===== src/rtl/enigma_pkg.sv =====
// Shared constants, FSM state encoding and symbol helpers for the enigma controller.
package enigma_pkg;

    localparam int SYMB_W = 6;
    localparam int DEPTH  = 16;
    localparam int IDX_W  = 5;   // must hold 0..DEPTH inclusive

    localparam logic [SYMB_W-1:0] LETTER_MIN = 6'd1;
    localparam logic [SYMB_W-1:0] LETTER_MAX = 6'd26;
    localparam logic [7:0]        WDOG_MAX   = 8'd255;

    typedef enum logic [2:0] {
        ST_IDLE  = 3'd0,
        ST_LOAD  = 3'd1,
        ST_CFG   = 3'd2,
        ST_ENC   = 3'd3,
        ST_DRAIN = 3'd4,
        ST_DONE  = 3'd5
    } state_t;

    // A symbol is sent through the rotor core only when it is a letter.
    function automatic logic is_letter(input logic [SYMB_W-1:0] sym);
        return (sym >= LETTER_MIN) && (sym <= LETTER_MAX);
    endfunction

    // Message lengths 1..DEPTH are accepted; anything else is a request error.
    function automatic logic len_ok(input logic [SYMB_W-1:0] n);
        return (n >= 6'd1) && (n <= 6'(DEPTH));
    endfunction

endpackage


===== src/rtl/enigma_if.sv =====
// Host and rotor-core signal bundle of the enigma controller.
// master = host/core side, slave = controller.
interface enigma_if;
    import enigma_pkg::*;

    logic              start_i;
    logic              abort_i;
    logic [SYMB_W-1:0] symb_numb_i;
    logic [SYMB_W-1:0] wrap_i;
    logic              in_vld_i;
    logic              in_rdy_o;
    logic              cfg_load_o;
    logic              core_req_o;
    logic [SYMB_W-1:0] core_sym_o;
    logic              core_ack_i;
    logic [SYMB_W-1:0] core_sym_i;
    logic [SYMB_W-1:0] wrap_o;
    logic              out_vld_o;
    logic              busy_o;
    logic              done_o;
    logic              err_o;

    modport master (
        output start_i, abort_i, symb_numb_i, wrap_i, in_vld_i, core_ack_i, core_sym_i,
        input  in_rdy_o, cfg_load_o, core_req_o, core_sym_o, wrap_o, out_vld_o,
               busy_o, done_o, err_o
    );

    modport slave (
        input  start_i, abort_i, symb_numb_i, wrap_i, in_vld_i, core_ack_i, core_sym_i,
        output in_rdy_o, cfg_load_o, core_req_o, core_sym_o, wrap_o, out_vld_o,
               busy_o, done_o, err_o
    );

endinterface


===== src/rtl/enigma_sym_buf.sv =====
// Small symbol register file: one synchronous write port, one combinational read port.
// Contents are not reset; every message overwrites its slots before reading them.
module sym_buf
    import enigma_pkg::*;
#(
    parameter int BUF_DEPTH = DEPTH,
    parameter int BUF_W     = SYMB_W,
    localparam int AW       = $clog2(BUF_DEPTH)
) (
    input  logic             clk,
    input  logic             we,
    input  logic [AW-1:0]    waddr,
    input  logic [BUF_W-1:0] wdata,
    input  logic [AW-1:0]    raddr,
    output logic [BUF_W-1:0] rdata
);

    logic [BUF_W-1:0] mem [BUF_DEPTH];

    // Storage write; no reset on purpose.
    always_ff @(posedge clk) begin
        if (we) begin
            mem[waddr] <= wdata;
        end
    end

    assign rdata = mem[raddr];

endmodule


===== src/rtl/enigma_ctrl.sv =====
// Enigma message controller: buffers a plaintext message, feeds letters through the
// rotor core one at a time, passes non-letters straight through, then streams the
// ciphertext out. All interface outputs are registered.
module enigma_ctrl
    import enigma_pkg::*;
(
    input  logic      clk_i,
    input  logic      rst_i,
    enigma_if.slave   bus
);

    state_t            state_r;
    logic [IDX_W-1:0]  n_r;
    logic [IDX_W-1:0]  idx_r;
    logic [7:0]        wdog_r;

    logic              in_rdy_r;
    logic              cfg_load_r;
    logic              core_req_r;
    logic [SYMB_W-1:0] core_sym_r;
    logic [SYMB_W-1:0] wrap_r;
    logic              out_vld_r;
    logic              busy_r;
    logic              done_r;
    logic              err_r;

    logic [3:0]        slot_s;
    logic              last_s;
    logic [SYMB_W-1:0] in_rd_s;
    logic [SYMB_W-1:0] out_rd_s;
    logic              in_we_s;
    logic              out_we_s;
    logic [SYMB_W-1:0] out_wd_s;

    // One shared index walks load, encode and drain; each phase restarts it at 0.
    assign slot_s = idx_r[3:0];
    assign last_s = (idx_r == (n_r - 5'd1));

    sym_buf u_in_buf (
        .clk   (clk_i),
        .we    (in_we_s),
        .waddr (slot_s),
        .wdata (bus.wrap_i),
        .raddr (slot_s),
        .rdata (in_rd_s)
    );

    sym_buf u_out_buf (
        .clk   (clk_i),
        .we    (out_we_s),
        .waddr (slot_s),
        .wdata (out_wd_s),
        .raddr (slot_s),
        .rdata (out_rd_s)
    );

    // Buffer write strobes: plaintext during LOAD, core result or pass-through during ENC.
    always_comb begin
        in_we_s  = 1'b0;
        out_we_s = 1'b0;
        out_wd_s = 6'd0;
        if (bus.abort_i) begin
            in_we_s  = 1'b0;
            out_we_s = 1'b0;
        end else begin
            case (state_r)
                ST_LOAD: begin
                    in_we_s = bus.in_vld_i;
                end
                ST_ENC: begin
                    if (core_req_r) begin
                        out_we_s = bus.core_ack_i;
                        out_wd_s = bus.core_sym_i;
                    end else if (!is_letter(in_rd_s)) begin
                        out_we_s = 1'b1;
                        out_wd_s = in_rd_s;
                    end else begin
                        out_we_s = 1'b0;
                    end
                end
                default: begin
                    in_we_s  = 1'b0;
                    out_we_s = 1'b0;
                end
            endcase
        end
    end

    // Controller FSM with registered outputs; abort has priority over everything.
    always_ff @(posedge clk_i or negedge rst_i) begin
        if (!rst_i) begin
            state_r    <= ST_IDLE;
            n_r        <= 5'd0;
            idx_r      <= 5'd0;
            wdog_r     <= 8'd0;
            in_rdy_r   <= 1'b0;
            cfg_load_r <= 1'b0;
            core_req_r <= 1'b0;
            core_sym_r <= 6'd0;
            wrap_r     <= 6'd0;
            out_vld_r  <= 1'b0;
            busy_r     <= 1'b0;
            done_r     <= 1'b0;
            err_r      <= 1'b0;
        end else begin
            done_r <= 1'b0;
            err_r  <= 1'b0;
            if (bus.abort_i) begin
                state_r    <= ST_IDLE;
                idx_r      <= 5'd0;
                wdog_r     <= 8'd0;
                in_rdy_r   <= 1'b0;
                cfg_load_r <= 1'b0;
                core_req_r <= 1'b0;
                core_sym_r <= 6'd0;
                wrap_r     <= 6'd0;
                out_vld_r  <= 1'b0;
                busy_r     <= 1'b0;
            end else begin
                case (state_r)
                    ST_IDLE: begin
                        if (bus.start_i) begin
                            if (len_ok(bus.symb_numb_i)) begin
                                n_r      <= bus.symb_numb_i[IDX_W-1:0];
                                idx_r    <= 5'd0;
                                state_r  <= ST_LOAD;
                                in_rdy_r <= 1'b1;
                                busy_r   <= 1'b1;
                            end else begin
                                err_r <= 1'b1;
                            end
                        end
                    end
                    ST_LOAD: begin
                        if (bus.in_vld_i) begin
                            if (last_s) begin
                                state_r    <= ST_CFG;
                                in_rdy_r   <= 1'b0;
                                cfg_load_r <= 1'b1;
                                idx_r      <= 5'd0;
                            end else begin
                                idx_r <= idx_r + 5'd1;
                            end
                        end
                    end
                    ST_CFG: begin
                        cfg_load_r <= 1'b0;
                        idx_r      <= 5'd0;
                        state_r    <= ST_ENC;
                    end
                    ST_ENC: begin
                        if (core_req_r) begin
                            if (bus.core_ack_i) begin
                                core_req_r <= 1'b0;
                                core_sym_r <= 6'd0;
                                if (last_s) begin
                                    state_r <= ST_DRAIN;
                                    idx_r   <= 5'd0;
                                end else begin
                                    idx_r <= idx_r + 5'd1;
                                end
                            end else if (wdog_r == (WDOG_MAX - 8'd1)) begin
                                // Request has been high for WDOG_MAX cycles on the next one.
                                err_r      <= 1'b1;
                                core_req_r <= 1'b0;
                                core_sym_r <= 6'd0;
                                busy_r     <= 1'b0;
                                idx_r      <= 5'd0;
                                wdog_r     <= 8'd0;
                                state_r    <= ST_IDLE;
                            end else begin
                                wdog_r <= wdog_r + 8'd1;
                            end
                        end else if (is_letter(in_rd_s)) begin
                            core_req_r <= 1'b1;
                            core_sym_r <= in_rd_s;
                            wdog_r     <= 8'd0;
                        end else if (last_s) begin
                            state_r <= ST_DRAIN;
                            idx_r   <= 5'd0;
                        end else begin
                            idx_r <= idx_r + 5'd1;
                        end
                    end
                    ST_DRAIN: begin
                        if (idx_r == n_r) begin
                            out_vld_r <= 1'b0;
                            wrap_r    <= 6'd0;
                            done_r    <= 1'b1;
                            idx_r     <= 5'd0;
                            state_r   <= ST_DONE;
                        end else begin
                            out_vld_r <= 1'b1;
                            wrap_r    <= out_rd_s;
                            idx_r     <= idx_r + 5'd1;
                        end
                    end
                    ST_DONE: begin
                        busy_r  <= 1'b0;
                        state_r <= ST_IDLE;
                    end
                    default: begin
                        state_r    <= ST_IDLE;
                        idx_r      <= 5'd0;
                        wdog_r     <= 8'd0;
                        in_rdy_r   <= 1'b0;
                        cfg_load_r <= 1'b0;
                        core_req_r <= 1'b0;
                        core_sym_r <= 6'd0;
                        wrap_r     <= 6'd0;
                        out_vld_r  <= 1'b0;
                        busy_r     <= 1'b0;
                    end
                endcase
            end
        end
    end

    assign bus.in_rdy_o   = in_rdy_r;
    assign bus.cfg_load_o = cfg_load_r;
    assign bus.core_req_o = core_req_r;
    assign bus.core_sym_o = core_sym_r;
    assign bus.wrap_o     = wrap_r;
    assign bus.out_vld_o  = out_vld_r;
    assign bus.busy_o     = busy_r;
    assign bus.done_o     = done_r;
    assign bus.err_o      = err_r;

endmodule


===== src/flat_wrapper.sv =====
// flat-port wrapper written by rule: the top's interface ports become plain ports
module enigma_ctrl_flat import enigma_pkg::*;
  (clk_i, rst_i, bus_start_i, bus_abort_i, bus_symb_numb_i, bus_wrap_i, bus_in_vld_i, bus_core_ack_i, bus_core_sym_i, bus_in_rdy_o, bus_cfg_load_o, bus_core_req_o, bus_core_sym_o, bus_wrap_o, bus_out_vld_o, bus_busy_o, bus_done_o, bus_err_o);
  enigma_if bus_i ();
  input  logic clk_i;
  input  logic rst_i;
  input wire logic [$bits(bus_i.start_i)-1:0] bus_start_i;
  input wire logic [$bits(bus_i.abort_i)-1:0] bus_abort_i;
  input wire logic [$bits(bus_i.symb_numb_i)-1:0] bus_symb_numb_i;
  input wire logic [$bits(bus_i.wrap_i)-1:0] bus_wrap_i;
  input wire logic [$bits(bus_i.in_vld_i)-1:0] bus_in_vld_i;
  input wire logic [$bits(bus_i.core_ack_i)-1:0] bus_core_ack_i;
  input wire logic [$bits(bus_i.core_sym_i)-1:0] bus_core_sym_i;
  output wire logic [$bits(bus_i.in_rdy_o)-1:0] bus_in_rdy_o;
  output wire logic [$bits(bus_i.cfg_load_o)-1:0] bus_cfg_load_o;
  output wire logic [$bits(bus_i.core_req_o)-1:0] bus_core_req_o;
  output wire logic [$bits(bus_i.core_sym_o)-1:0] bus_core_sym_o;
  output wire logic [$bits(bus_i.wrap_o)-1:0] bus_wrap_o;
  output wire logic [$bits(bus_i.out_vld_o)-1:0] bus_out_vld_o;
  output wire logic [$bits(bus_i.busy_o)-1:0] bus_busy_o;
  output wire logic [$bits(bus_i.done_o)-1:0] bus_done_o;
  output wire logic [$bits(bus_i.err_o)-1:0] bus_err_o;
  assign bus_i.start_i = bus_start_i;
  assign bus_i.abort_i = bus_abort_i;
  assign bus_i.symb_numb_i = bus_symb_numb_i;
  assign bus_i.wrap_i = bus_wrap_i;
  assign bus_i.in_vld_i = bus_in_vld_i;
  assign bus_i.core_ack_i = bus_core_ack_i;
  assign bus_i.core_sym_i = bus_core_sym_i;
  assign bus_in_rdy_o = bus_i.in_rdy_o;
  assign bus_cfg_load_o = bus_i.cfg_load_o;
  assign bus_core_req_o = bus_i.core_req_o;
  assign bus_core_sym_o = bus_i.core_sym_o;
  assign bus_wrap_o = bus_i.wrap_o;
  assign bus_out_vld_o = bus_i.out_vld_o;
  assign bus_busy_o = bus_i.busy_o;
  assign bus_done_o = bus_i.done_o;
  assign bus_err_o = bus_i.err_o;
  enigma_ctrl u_core (.clk_i(clk_i), .rst_i(rst_i), .bus(bus_i));
endmodule

===== config.mk =====
export PLATFORM = sky130hd
export DESIGN_NAME = enigma_ctrl_flat
export DESIGN_NICKNAME = d
export VERILOG_FILES = /design/src/rtl/enigma_pkg.sv /design/src/rtl/enigma_if.sv /design/src/rtl/enigma_sym_buf.sv /design/src/rtl/enigma_ctrl.sv /design/src/flat_wrapper.sv
export SDC_FILE = /design/constraint.sdc
export NUM_CORES = 1
export LEC_CHECK = 0
export BUFFER_PORTS_ARGS = -buffer_cell sky130_fd_sc_hd__buf_2
export CORE_MARGIN = 5
export CORE_UTILIZATION = 55
export DETAILED_ROUTE_END_ITERATION = 12
export PLACE_DENSITY_LB_ADDON = 0.3
export SYNTH_ARGS = -nofsm -noshare
export SYNTH_HDL_FRONTEND = slang
export SYNTH_SLANG_ARGS = --single-unit

===== constraint.sdc =====
create_clock -name clk_i -period 2.95 [get_ports clk_i]
set_clock_uncertainty 0.1 [all_clocks]
set_input_delay 0.295 -clock clk_i [delete_from_list [all_inputs] [get_ports clk_i]]
set_output_delay 0.295 -clock clk_i [all_outputs]
set_load 0.05 [all_outputs]

Yosys cells after proc, flatten, opt, wreduce, memory -nomap -nowiden
Memories as Yosys holds them, arrays and structs flattened.
Cells that the tools add are included.
{"block": "op_classes", "bitwise": 1, "n_lt_le_gt_ge": 4, "reduce_logical": 16, "mux": 86, "n_eq_ne": 26, "addsub": 3}
{"operator": "$mux 6", "count": 11}
{"operator": "$mux 5", "count": 10}
{"operator": "$mux 8", "count": 5}
{"operator": "$mux 1", "count": 38}
{"operator": "$mux 3", "count": 11}
{"operator": "$pmux 5 s5", "count": 1}
{"operator": "$pmux 6 s2", "count": 2}
{"operator": "$pmux 8 s2", "count": 1}
{"operator": "$ne 3x2->1 const B", "count": 5}
{"operator": "$pmux 3 s5", "count": 1}
{"operator": "$ge 6x1->1 const B", "count": 2}
{"operator": "$le 6x5->1 const B", "count": 2}
{"operator": "$reduce_and 6->1", "count": 2}
{"operator": "$eq 5x5->1", "count": 2}
{"operator": "$ne 2x1->1 const B", "count": 5}
{"operator": "$reduce_or 5->1", "count": 2}
{"operator": "$ne 3x3->1 const B", "count": 3}
{"operator": "$reduce_and 3->1", "count": 3}
{"operator": "$add 8x1->8 const B", "count": 1}
{"operator": "$eq 8x8->1 const B", "count": 1}
{"operator": "$pmux 1 s2", "count": 4}
{"operator": "$reduce_or 4->1", "count": 2}
{"operator": "$reduce_and 7->1", "count": 1}
{"operator": "$eq 3x2->1 const B", "count": 2}
{"operator": "other kinds (16)", "count": 19}
{"block": "word_totals", "out_inout_bits": 19, "ff_bits": 40, "n_memories": 2, "ramBits": 192}
{"memory": "u_core.u_in_buf.mem", "depth": 16, "width": 6, "rd": 1, "rd_clocked_by_memory_dff": 0, "wr": 1, "line": "enigma_sym_buf.sv:18", "rtl": "logic [BUF_W-1:0] mem [BUF_DEPTH];"}
{"memory": "u_core.u_out_buf.mem", "depth": 16, "width": 6, "rd": 1, "rd_clocked_by_memory_dff": 0, "wr": 1, "line": "enigma_sym_buf.sv:18"}

Longest topological paths before layout
Gate-level depths: netlist (run 1).
An unclocked memory read counts as a cell.
{"block": "depth", "depth_word": 9, "mapped_depth": 10}

Cells and area by module
Synthesis (run 1) repeated with hierarchy kept, for this count alone.
{"block": "unflattened", "cells_unflattened": 600, "hier_area_um2": 9982.1}
{"module": "sym_buf", "cells_each": 172, "seq_area_each_um2": 2882.8, "area_each_um2": 3774.9, "instances": 2}
{"module": "enigma_ctrl", "cells_each": 256, "seq_area_each_um2": 1001.0, "area_each_um2": 2432.3, "instances": 1}

Worst setup path before layout (run 1)
Ideal clock, no wire load.
{"block": "synth_path", "path_kind": "reg-to-reg", "from": "reg u_core.idx_r[0]", "to": "mem u_core.u_out_buf.mem[15][0] (netlist bit) (enable)", "period_less_slack_ns": 3.089, "path_slack_ns": -0.139, "stages_incl_launch_ff": 11, "n_path_buf": 3, "arrival_ns": 2.635, "t_required_ns": 2.496, "cell_sequence": "dfrtp_1 > buf_6 > buf_6 > mux4_2 > a22oi_1 > nand2_2 > nor4_4 > a21o_4 > o31a_4 > buf_6 > nor2b_1"}
{"block": "synth_between", "elab_chain_len": 9, "elab_cells_between_ends": 10, "cone_classes": "2 x order compare; 6 x mux; 1 x reduce/logical; 1 x memory"}
{"element": "start: declaration", "line": "enigma_ctrl.sv:14", "rtl": "logic [IDX_W-1:0] idx_r;"}
{"element": "start signal: assignment", "line": "enigma_ctrl.sv:142", "rtl": "idx_r <= idx_r + 5'd1;"}
{"element": "start signal: assignment", "line": "enigma_ctrl.sv:160", "rtl": "idx_r <= idx_r + 5'd1;"}
{"element": "start signal: assignment", "line": "enigma_ctrl.sv:182", "rtl": "idx_r <= idx_r + 5'd1;"}
{"element": "$mem_v2 16x6"}
{"element": "$ge 6x1->1 / $le 6x5->1 (equally long branches)", "line": "enigma_pkg.sv:23", "rtl": "return (sym >= LETTER_MIN) && (sym <= LETTER_MAX);"}
{"element": "$logic_and 1x1->1", "line": "enigma_pkg.sv:23"}
{"element": "$mux 1", "line": "enigma_ctrl.sv:74", "rtl": "end else if (!is_letter(in_rd_s)) begin"}
{"element": "$mux 1", "line": "enigma_ctrl.sv:71", "rtl": "if (core_req_r) begin"}
{"element": "$mux 1", "line": "enigma_ctrl.sv:66", "rtl": "case (state_r)"}
{"element": "$mux 1", "line": "enigma_ctrl.sv:62", "rtl": "if (bus.abort_i) begin"}
{"element": "$mux 1", "line": "enigma_sym_buf.sv:22", "rtl": "if (we) begin"}
{"element": "$mux 1 (implied by the code)", "line": "enigma_sym_buf.sv:23", "rtl": "mem[waddr] <= wdata;"}
{"element": "end: declaration", "line": "enigma_sym_buf.sv:18"}
Parallel ways exist; a longest one is shown, timed or not.

Worst setup path in the final report (run 1)
{"block": "layout_path", "from": "reg u_core.idx_r[0]", "to": "reg u_core.idx_r[3]"}
{"block": "layout_between", "elab_chain_len": 6, "elab_cells_between_ends": 17, "cone_classes": "1 x add/sub; 2 x order compare; 3 x eq/ne; 8 x mux; 2 x reduce/logical; 1 x memory"}
{"element": "parallel branches: the longest is 6 deep, another holds $mem_v2 16x6"}
Parallel ways; which one is timed is not known. The select of a mux whose other input is x is not followed.
A chain may end at the register's enable or synchronous reset.

==> results by group, run 1 <==
Floorplanning
  • Row Count: 49
  • I/O pins: 43
  • Die Span Y: 143.8 um
  • Core footprint: 0.01778 mm^2
  • Overall die width: 143.8 um
  • Area of the die: 0.02068 mm^2
  • Initial cell density of the core: 55.38%

Global route
  • Pin count of the biggest net entering global routing: 41
  • Wire length of the first global-routing pass: 33.64 mm
  • Vias in the first global route: 5,757
  • Global-route usage over all layers: 21.58%
  • Initial antenna violation count: 0
  • Total global routing overflow: 0

STA
  • Worst path setup slack after routing: -0.08209 ns
  • Final Slew Violations: 0
  • Final count of negative-setup-slack endpoints: 128
  • Part of the cycle the worst path needs: 102.8%
  • Worst slew pin tran: 0.9361 ns
  • Relative max-transition margin: 37.59%
  • Tmin final: 3.032 ns
  • Final hold slack: 0.08602 ns
  • Total Neg Setup Slack: -3.175 ns
  • Maximum clock frequency: 329.8 MHz
  • Number of failing hold endpoints at the final stage: 0
  • Setup repair after global routing missed its margin: true

Routing
  • Vias per std cell: 6.163
  • Post-DRT Antenna Nets: 0
  • First-pass iteration count of the detailed router: 6
  • Initial DRC count: 564
  • Routed wire length: 22.32 mm
  • Detailed-route DRC error count: 0
  • Overall via count from detail_route: 5,793
  • Average wire length per cell after detail routing: 23.74 um

Placement
  • Detail Placement HPWL: 14.34 mm
  • Number of placed cells counting well taps: 878
  • Post-place instance area: 0.01076 mm^2
  • Input/output buffers: 42
  • Weighted congestion at the end of routability-driven global placement: 0.8996

Synth
  • Count of unique library cells instantiated by Yosys: 64
  • Count of flip-flops with a built-in enable after synthesis: 192
  • Synth Warn #: 0
  • Most used DFF post-synth: edfxtp_1
  • Post-synthesis average cell area: 17.01 um^2
  • #FFs+latches synth: 232
  • Syn Inst Count: 579
  • Post-Syn Nets: 610
  • Syn Std Cell Area: 0.009847 mm^2
  • Proportion of register bits with asynchronous set or reset after synthesis: 17.24%
  • Register area share after synthesis: 68.72%

Pwr
  • Peak VDD IR: 0.7031 mV
  • Cell area power density: 737.3 mW/mm^2
  • Static leakage power: 0.004326 uW
  • Power consumption: 8748 uW

Critical path
  • Capturing element type of the critical path: flip-flop
  • Data required time at the worst endpoint: 3.24 ns
  • Signal arrival time at the worst endpoint: 3.32 ns
  • Startpoint-to-endpoint class of the critical path: flip-flop to flip-flop
  • Cells along the critical path: buf_12 -> buf_12 -> mux4_1 -> a22oi_2 -> nand2_2 -> nor4_4 -> buf_4 -> a221oi_4 -> buf_6 -> a221o_1 -> a22o_1
  • Maximum single-stage delay on the critical path: 0.55 ns
  • Cell with the largest stage delay on the worst path: mux4_1
  • Startpoint type of the worst setup path: flip-flop
  • CP most frequent cell: buf_12
  • Maximum net fanout on the critical path: 6

Layout
  • Synthesis-to-finish area growth: 20.50%
  • Net count reported at finish: 726
  • Share of cells above drive strength 1: 34.60%
  • N_diodes: 0
  • Non-Filler Cell Area, Final: 0.01187 mm^2
  • Fin cells: 940
  • Fillcell total: 1,185

CTS
  • Clock Pin Slew Worst Setup and Hold Paths: 0.07 ns
  • Worst-case clock buffer depth: 3
  • H-Tree Level Count: 1
  • Clock tree from TritonCTS: done
  • CTS buffer count: 23
  • Root buffer cell: clkbuf_16
  • Number of sinks handled by clock tree synthesis: 232
  • Worst-skew pair later-pin latency: 0.51 ns

Run status
  • Failing checks: setup timing
  • Status: finished with violations

Hold path
  • Type of the worst min-delay path: primary input to flip-flop

Job
  • Maximum capacitance violations: 0
## path summary, 6_finish.rpt
kind | from | slack (ns) | to | cells past startpoint
setup / recovery | u_core.idx_r[0] | -0.08 | u_core.idx_r[3] | 11
hold / removal | bus_wrap_i[3] | 0.09 | u_core.u_in_buf.mem[9][3] | 1
setup reg to reg | u_core.idx_r[0] | -0.08 | u_core.idx_r[3] | 11
hold reg to reg | u_core.bus.core_sym_o[5] | 0.39 | u_core.bus.core_sym_o[5] | 1
max in group asynchronous | rst_i | 1.72 | u_core.idx_r[1] | 2
min in group asynchronous | rst_i | 0.37 | u_core.bus.wrap_o[0] | 2
## layer usage
| metal | vias to the layer above | GRT usage, % | routed length, um |
|---|---|---|---|
| met1 | 2994 | 30.28 | 9290 |
| met5 | - | 0 | 0 |
| met4 | 0 | 5.352 | 510 |
| met2 | 207 | 35.93 | 11330 |
| met3 | 41 | 3.594 | 1185 |
| li1 | 2551 | - | - |
## worst max-delay path, delay by kind of cell, from the launching register on
family | cells | cell delay [ns]
AO/OA/AOI/OAI | 4 | 0.84
multiplexers | 1 | 0.55
AND/OR/NAND/NOR | 2 | 0.41
buffers and inverters | 4 | 0.55
flip-flops | 1 | 0.44
## cell usage after synthesis (3+ instances only)
cell,n,share of area [%]
a21oi_1,11,0.56
a221o_1,3,0.30
a22o_1,11,0.98
a22oi_1,10,0.76
a31oi_1,6,0.38
a41oi_1,4,0.36
and2_1,3,0.19
and3_1,19,1.2
buf_1,6,0.23
buf_2,5,0.25
buf_6,3,0.34
clkbuf_1,14,0.53
dfrtp_1,40,10
edfxtp_1,192,59
ha_1,7,0.89
inv_1,19,0.72
mux2_2,3,0.34
mux4_1,8,2.1
mux4_2,47,11
nand2_1,32,1.2
nand2b_1,5,0.32
nand3_1,11,0.56
nor2_1,34,1.3
nor2b_1,5,0.32
nor3_1,8,0.41
nor4_1,4,0.25
o21ai_0,10,0.51
or2_2,3,0.19
or3_1,3,0.19
xnor2_1,4,0.36
xor2_1,6,0.53
## layout by cell type, fill, tap and decap left out, drive strengths merged, types with 5 or more instances in the layout
cell | Yosys | routed
nor2b | 5 | 5
a31oi | 6 | 6
a22o | 11 | 11
nand3 | 11 | 11
mux4 | 55 | 55
nor2 | 34 | 34
edfxtp | 192 | 192
nand2b | 5 | 5
a21oi | 11 | 11
nor4 | 5 | 5
clkbuf | 14 | 30
ha | 7 | 7
inv | 19 | 20
buf | 15 | 110
nor3 | 9 | 9
clkinv | 0 | 7
a22oi | 10 | 10
dfrtp | 40 | 40
and3 | 19 | 19
dlygate4sd3 | 0 | 8
nand2 | 33 | 33
o21ai | 12 | 12
and2 | 5 | 5
xor2 | 6 | 6
## sequential cells by signal (all words and copies together), names as in the netlist
register,cells
u_core.bus.core_sym_o,6
u_core.bus.wrap_o,6
u_core.u_out_buf.mem,96
u_core.bus.busy_o,1
u_core.bus.out_vld_o,1
u_core.n_r,5
u_core.u_in_buf.mem,96
u_core.bus.core_req_o,1
u_core.wdog_r,8
u_core.bus.err_o,1
u_core.idx_r,5
u_core.bus.cfg_load_o,1
u_core.bus.done_o,1
u_core.state_r,3
u_core.bus.in_rdy_o,1
## report_power, final
group,internal (uW),total (uW),switching [uW]
sequential,3660,3790,124
combinational,996,2120,1120
clock,1640,2840,1210
## final cells by class
type / count / area (um^2) / area share, %
clock inverters: 12 / 112.6 / 0.9491
repair buffers: 119 / 980.9 / 8.267
inverters: 19 / 71.32 / 0.6011
multi-input cells: 300 / 3037 / 25.59
well taps: 229 / 286.5 / 2.415
flip-flops and latches: 232 / 6769 / 57.05
clock buffers: 29 / 608.1 / 5.125
## repair_timing
item | 4_1_cts | 5_1_grt
hold buffers | 8 | 0
resized for setup | 35 | 19
cloned | 2 | 1
setup buffers | 7 | 4
setup endpoints to repair | 156 | 191
pin swaps | 13 | 12
endpoints found under the hold margin | 48 | 0
## per-stage QoR
step	setup WS [ns]	util, %
5_1_grt	-0.1515	66.73
6_report	-0.08209	66.73
4_1_cts	-0.01378	66.17
2_1_floorplan	-0.002816	-
3_5_place_dp	-0.1949	60.50
3_3_place_gp	-0.1171	60.50
## cells by family (layout without fill, tap and decap cells)
logic type      count (synthesis)  after routing  share of synthesized area [%]
flops                         232            232                          68.72
buf+inv                        48            179                          2.236
mux                            61             61                          13.55
fa+ha+maj                       7              7                         0.8894
compound gates                 86             87                          6.785
xor+xnor                       10             10                         0.8894
simple gates                  135            135                          6.938
Note: power is estimated with default switching activity, not from simulation.
==> run 2: changes to the inputs <==
Settings changed: CORE_ASPECT_RATIO set to 1.2.
Clock period 2.95 ns to 2.7 ns, I/O delays scaled along.
==> results by group, run 2 (synthesis gave the netlist of run 1 again) <==
Critical path
  • Capturing element type of the critical path: flip-flop
  • Startpoint-to-endpoint class of the critical path: flip-flop to flip-flop
  • Data required time at the worst endpoint: 2.86 ns (-0.38 ns)
  • Maximum net fanout on the critical path: 8 (+2)
  • Flop-to-flop setup slack: -0.36 ns (-0.28 ns)
  • Signal arrival time at the worst endpoint: 3.22 ns (-0.10 ns)
  • Startpoint type of the worst setup path: flip-flop

Routing
  • Average wire length per cell after detail routing: 23.90 um (+0.69%)
  • Routed wire length: 22.83 mm (+2.3%)
  • Overall via count from detail_route: 5,940 (+2.5%)
  • First-pass iteration count of the detailed router: 5 (-1)
  • Detailed-route DRC error count: 0 (unchanged)
  • Post-DRT Antenna Nets: 0 (unchanged)
  • Initial DRC count: 481 (-15%)
  • Vias per std cell: 6.220 (+0.93%)

Layout
  • Synthesis-to-finish area growth: 23.94%
  • Fillcell total: 1,045 (-12%)
  • Fin cells: 955 (+1.6%)
  • Net count reported at finish: 749 (+3.2%)
  • N_diodes: 0 (unchanged)
  • Most common cell after layout, fill and taps aside: edfxtp_1
  • Registers with the most flip-flops: u_core.u_in_buf.mem: 96 flops, u_core.u_out_buf.mem: 96 flops, u_core.wdog_r: 8 flops
  • Share of cells above drive strength 1: 38.78% (+4.2 points)
  • Utilization of the core after routing: 69.45% (+2.7 points)
  • Non-Filler Cell Area, Final: 0.01220 mm^2 (+2.9%)
  • Most frequent cells in the layout: 192 x edfxtp_1, 68 x buf_4, 53 x mux4_2

Placement
  • Weighted congestion at the end of routability-driven global placement: 0.9018 (+0.24%)
  • Post-place instance area: 0.01088 mm^2 (+1.2%)
  • Detail Placement HPWL: 14.61 mm (+1.8%)
  • Input/output buffers: 42 (unchanged)
  • Number of placed cells counting well taps: 886 (+0.91%)

STA
  • Part of the cycle the worst path needs: 113.3% (+10 points)
  • Relative max-transition margin: 32.83% (-4.8 points)
  • Number of failing hold endpoints at the final stage: 0 (unchanged)
  • Worst path setup slack after routing: -0.3583 ns (-0.2762 ns)
  • Total Neg Setup Slack: -60.16 ns (-56.99 ns)
  • Setup repair after global routing missed its margin: true
  • Worst slew pin tran: 0.9998 ns (+0.06368 ns)
  • Final Slew Violations: 0 (unchanged)
  • Tmin final: 3.058 ns (+0.02622 ns)
  • Maximum clock frequency: 327.0 MHz (-0.86%)
  • Final count of negative-setup-slack endpoints: 225 (+76%)

CTS
  • Root buffer cell: clkbuf_16
  • Number of sinks handled by clock tree synthesis: 232 (unchanged)
  • Worst-skew pair later-pin latency: 0.52 ns (about the same)
  • Clock tree from TritonCTS: done
  • H-Tree Level Count: 1 (unchanged)
  • Worst-case clock buffer depth: 3 (unchanged)
  • CTS buffer count: 24 (+4.3%)
  • Clock Pin Slew Worst Setup and Hold Paths: 0.07 ns (about the same)

Floorplanning
  • Row Count: 53 (+8.2%)
  • Initial cell density of the core: 56.03% (+0.65 points)
  • Core footprint: 0.01757 mm^2 (-1.2%)
  • Area of the die: 0.02069 mm^2 (about the same)
  • Overall die width: 132.1 um (-8.1%)
  • Die Span Y: 156.6 um (+8.9%)
  • I/O pins: 43 (unchanged)

Global route
  • Global-route usage over all layers: 21.91% (+0.32 points)
  • Wire length of the first global-routing pass: 35.20 mm (+4.6%)
  • Initial antenna violation count: 0 (unchanged)
  • Total global routing overflow: 0 (unchanged)
  • Vias in the first global route: 6,257 (+8.7%)
  • Pin count of the biggest net entering global routing: 41 (unchanged)

Run status
  • Failing checks: setup timing
  • Status: finished with violations

Job
  • Maximum capacitance violations: 0 (unchanged)

Pwr
  • Static leakage power: 0.004501 uW (+4.0%)
  • Peak VDD IR: 0.6413 mV (-8.8%)
  • Cell area power density: 823.4 mW/mm^2 (+12%)

Hold path
  • Type of the worst min-delay path: primary input to flip-flop
## run 2: worst paths after layout
kind,start,to,depth (start not counted)
worst max-delay path,u_core.idx_r[0],u_core.u_out_buf.mem[6][3],12
worst min-delay path,bus_wrap_i[5],u_core.u_in_buf.mem[14][5],1
worst max register to register,u_core.idx_r[0],u_core.u_out_buf.mem[6][3],12
worst min register to register,u_core.bus.out_vld_o,u_core.bus.out_vld_o,2
max in group asynchronous,rst_i,u_core.idx_r[0],2
min in group asynchronous,rst_i,u_core.bus.wrap_o[3],2
## run 2: report_power, final
group | internal, uW | total (uW) | leakage, uW | switching (uW)
combinational | 1270 | 2580 | 0.00177 | 1310
clock | 1980 | 3300 | 0.000387 | 1320
sequential | 4010 | 4170 | 0.00235 | 160
total | 7260 | 10000 | 0.00450 | 2790
## run 2: area by class of cell
cell class	instances	area [um^2]	area share (%)
Tap cell	220	275.3	2.255
Timing Repair Buffer	141	1169	9.576
Inverter	19	71.32	0.5844
Clock buffer	28	636.9	5.218
Clock inverter	15	162.7	1.333
Multi-Input combinational cell	300	3118	25.55
Sequential cell	232	6771	55.48
## run 2: metrics by stage
| stage | total power (uW) | hold WS [ns] | setup WS [ns] |
|---|---|---|---|
| 2_1_floorplan | 5627 | -0.1256 | -0.1822 |
| 3_3_place_gp | 6345 | 0.3370 | -0.4761 |
| 6_report | 10050 | 0.05417 | -0.3583 |
| 5_1_grt | 10460 | 0.04591 | -0.4161 |
| 3_5_place_dp | 6385 | 0.3552 | -0.5233 |
| 4_1_cts | 9982 | 0.04007 | -0.3069 |
## run 2: what timing repair did
item / CTS / global route
resized for setup: 42 / 17
setup endpoints to repair: 245 / 267
pin swaps: 39 / 18
cloned: 2 / 1
buffers inserted: 11 / 4
hold buffers: 8 / 0
hold endpoints to repair: 48 / 0
## run 2: metal layers
| layer | part of all wire, % | global-route usage, % |
|---|---|---|
| met1 | 36 | 26.61 |
| met2 | 54 | 39.80 |
| met3 | 6.9 | 3.376 |
| met4 | 3.4 | 8.133 |
| met5 | 0 | 0 |
## run 2: critical path, stage by stage, from the launching register on
cell,delay [ns]
dfrtp_4,0.53
buf_6,0.15
buf_6,0.11
mux4_2,0.45
a22oi_2,0.16
buf_4,0.16
nand2_4,0.07
buf_6,0.13
a21oi_4,0.18
nor2_4,0.08
o21a_1,0.23
a22o_4,0.27
clkbuf_16,0.17
==> run 3: changes to the inputs <==
Settings changed: CAP_MARGIN set to 0, SETUP_SLACK_MARGIN set to 0.02, SKIP_CTS_REPAIR_TIMING set to 1.
==> results by group, run 3 (synthesis gave the netlist of run 1 again) <==
Routing
  • Detailed-route DRC error count: 0 (unchanged)
  • First-pass iteration count of the detailed router: 5 (unchanged)
  • Vias per std cell: 6.229 (+0.14%)
  • Post-DRT Antenna Nets: 0 (unchanged)
  • Average wire length per cell after detail routing: 24.91 um (+4.2%)
  • Routed wire length: 23.86 mm (+4.5%)
  • Overall via count from detail_route: 5,967 (+0.45%)
  • Initial DRC count: 555 (+15%)

CTS
  • H-Tree Level Count: 1 (unchanged)
  • Clock tree from TritonCTS: done
  • Worst-case clock buffer depth: 3 (unchanged)
  • Number of sinks handled by clock tree synthesis: 232 (unchanged)
  • Clock Pin Slew Worst Setup and Hold Paths: 0.06 ns (about the same)
  • Root buffer cell: clkbuf_16
  • CTS buffer count: 24 (unchanged)
  • Worst-skew pair later-pin latency: 0.51 ns (about the same)

Critical path
  • Reg-to-Reg End: u_core.idx_r[3]
  • Maximum net fanout on the critical path: 6 (-2)
  • Data required time at the worst endpoint: 3.00 ns (+0.14 ns)
  • Capturing element type of the critical path: flip-flop
  • Signal arrival time at the worst endpoint: 3.36 ns (+0.14 ns)
  • Reg2Reg Launch Point: u_core.idx_r[0]
  • Flop-to-flop setup slack: -0.37 ns (about the same)
  • Capturing element of the worst setup path: u_core.idx_r[3]
  • Worst setup path start: u_core.idx_r[0]
  • Startpoint-to-endpoint class of the critical path: flip-flop to flip-flop
  • R2R cell count: 11 (-1)
  • Startpoint type of the worst setup path: flip-flop

Layout
  • Registers with the most flip-flops: u_core.u_in_buf.mem: 96 flops, u_core.u_out_buf.mem: 96 flops, u_core.wdog_r: 8 flops
  • Fillcell total: 1,053 (+0.77%)
  • N_diodes: 0 (unchanged)
  • Most frequent cells in the layout: 192 x edfxtp_1, 81 x buf_4, 51 x mux4_2
  • Net count reported at finish: 752 (+0.40%)
  • Non-Filler Cell Area, Final: 0.01222 mm^2 (+0.13%)
  • Synthesis-to-finish area growth: 24.10%
  • Most common cell after layout, fill and taps aside: edfxtp_1
  • Share of cells above drive strength 1: 37.80% (-0.97 points)
  • Utilization of the core after routing: 69.54% (+0.093 points)

Placement
  • Post-place instance area: 0.01080 mm^2 (-0.79%)
  • Detail Placement HPWL: 14.98 mm (+2.6%)
  • Input/output buffers: 42 (unchanged)
  • Place WS: -0.5299 ns (-0.006615 ns)
  • Weighted congestion at the end of routability-driven global placement: 0.8903 (-1.3%)

Global route
  • Vias in the first global route: 5,917 (-5.4%)
  • Wire length of the first global-routing pass: 34.21 mm (-2.8%)
  • Pin count of the biggest net entering global routing: 30 (-27%)
  • Initial antenna violation count: 0 (unchanged)
  • Total global routing overflow: 0 (unchanged)
  • Global-route usage over all layers: 21.32% (-0.59 points)

STA
  • Part of the cycle the worst path needs: 113.5% (+0.25 points)
  • Worst slew pin tran: 0.9482 ns (-0.05160 ns)
  • Number of failing hold endpoints at the final stage: 0 (unchanged)
  • Final Slew Violations: 0 (unchanged)
  • Relative max-transition margin: 36.75% (+3.9 points)
  • Tmin final: 3.065 ns (+0.006805 ns)
  • Setup repair after global routing missed its margin: true
  • Maximum clock frequency: 326.3 MHz (-0.22%)
  • Worst path setup slack after routing: -0.3651 ns (-0.006805 ns)
  • Final hold slack: 0.03577 ns (-0.01840 ns)
  • Final count of negative-setup-slack endpoints: 199 (-12%)

Floorplanning
  • Area of the die: 0.02069 mm^2 (unchanged)
  • Row Count: 53 (unchanged)
  • Initial cell density of the core: 56.03% (unchanged)
  • I/O pins: 43 (unchanged)
  • Die Span Y: 156.6 um (unchanged)
  • Core footprint: 0.01757 mm^2 (unchanged)
  • Overall die width: 132.1 um (unchanged)

Run status
  • Status: finished with violations
  • Failing checks: setup timing

Hold path
  • Type of the worst min-delay path: primary input to flip-flop

Pwr
  • Power consumption: 10,390 uW (+3.4%)
  • Cell area power density: 850.5 mW/mm^2 (+3.3%)
  • Static leakage power: 0.004549 uW (+1.1%)
  • Peak VDD IR: 0.6926 mV (+8.0%)

Job
  • Maximum capacitance violations: 0 (unchanged)
[run 3: per-stage QoR]
| step | setup TNS (ns) | instances |
|---|---|---|
| floorplan | -18.30 | 579 |
| global placement | -80.84 | 884 |
| detailed placement | -90.01 | 884 |
| CTS | -108.05 | 927 |
| global route | -70.99 | 958 |
| finish | -60.10 | 958 |
[run 3: how the worst min path moves through the flow]
stage                      startpoint              endpoint  slack, ns  cells past startpoint
after floorplan                 rst_i     u_core.bus.busy_o      -0.13                      0
after global placement          rst_i  u_core.bus.wrap_o[5]       0.16                      1
after detailed placement        rst_i  u_core.bus.wrap_o[2]       0.17                      1
after CTS                       rst_i  u_core.bus.wrap_o[2]      -0.37                      1
after global routing      bus_abort_i     u_core.bus.busy_o       0.03                      3
final                     bus_abort_i     u_core.bus.busy_o       0.04                      3
[run 3: worst max-delay path, cell delays in order (launching register included)]
cell	delay [ns]
dfrtp_4	0.53
buf_6	0.16
buf_6	0.11
mux4_2	0.44
a22oi_2	0.24
nand2_2	0.13
nor4_4	0.33
buf_4	0.17
a221oi_4	0.07
buf_6	0.13
a221o_1	0.33
a22o_1	0.21
[run 3: layout make-up]
type / instances / area (um^2) / area share (%)
multi-input cells: 303 / 3177 / 26.00
flip-flops and latches: 232 / 6771 / 55.41
clock inverters: 15 / 245.2 / 2.007
clock buffers: 28 / 636.9 / 5.211
inverters: 19 / 71.32 / 0.5836
repair buffers: 141 / 1044 / 8.539
well taps: 220 / 275.3 / 2.252
[run 3: layer usage]
| metal | global-route usage [%] | part of all wire, % | routed length (um) |
|---|---|---|---|
| met5 | 0 | 0 | 0 |
| met4 | 5.977 | 3.9 | 936 |
| met3 | 2.862 | 6.0 | 1434 |
| met2 | 38.24 | 53 | 12640 |
| met1 | 27.52 | 37 | 8849 |
[run 3: where the power goes]
part | leakage, uW | internal (uW) | total, uW | switching, uW
clock network | 0.000426 | 2350 | 3660 | 1310
registers | 0.00235 | 4010 | 4160 | 149
logic | 0.00177 | 1230 | 2580 | 1350
total | 0.00455 | 7580 | 10400 | 2810
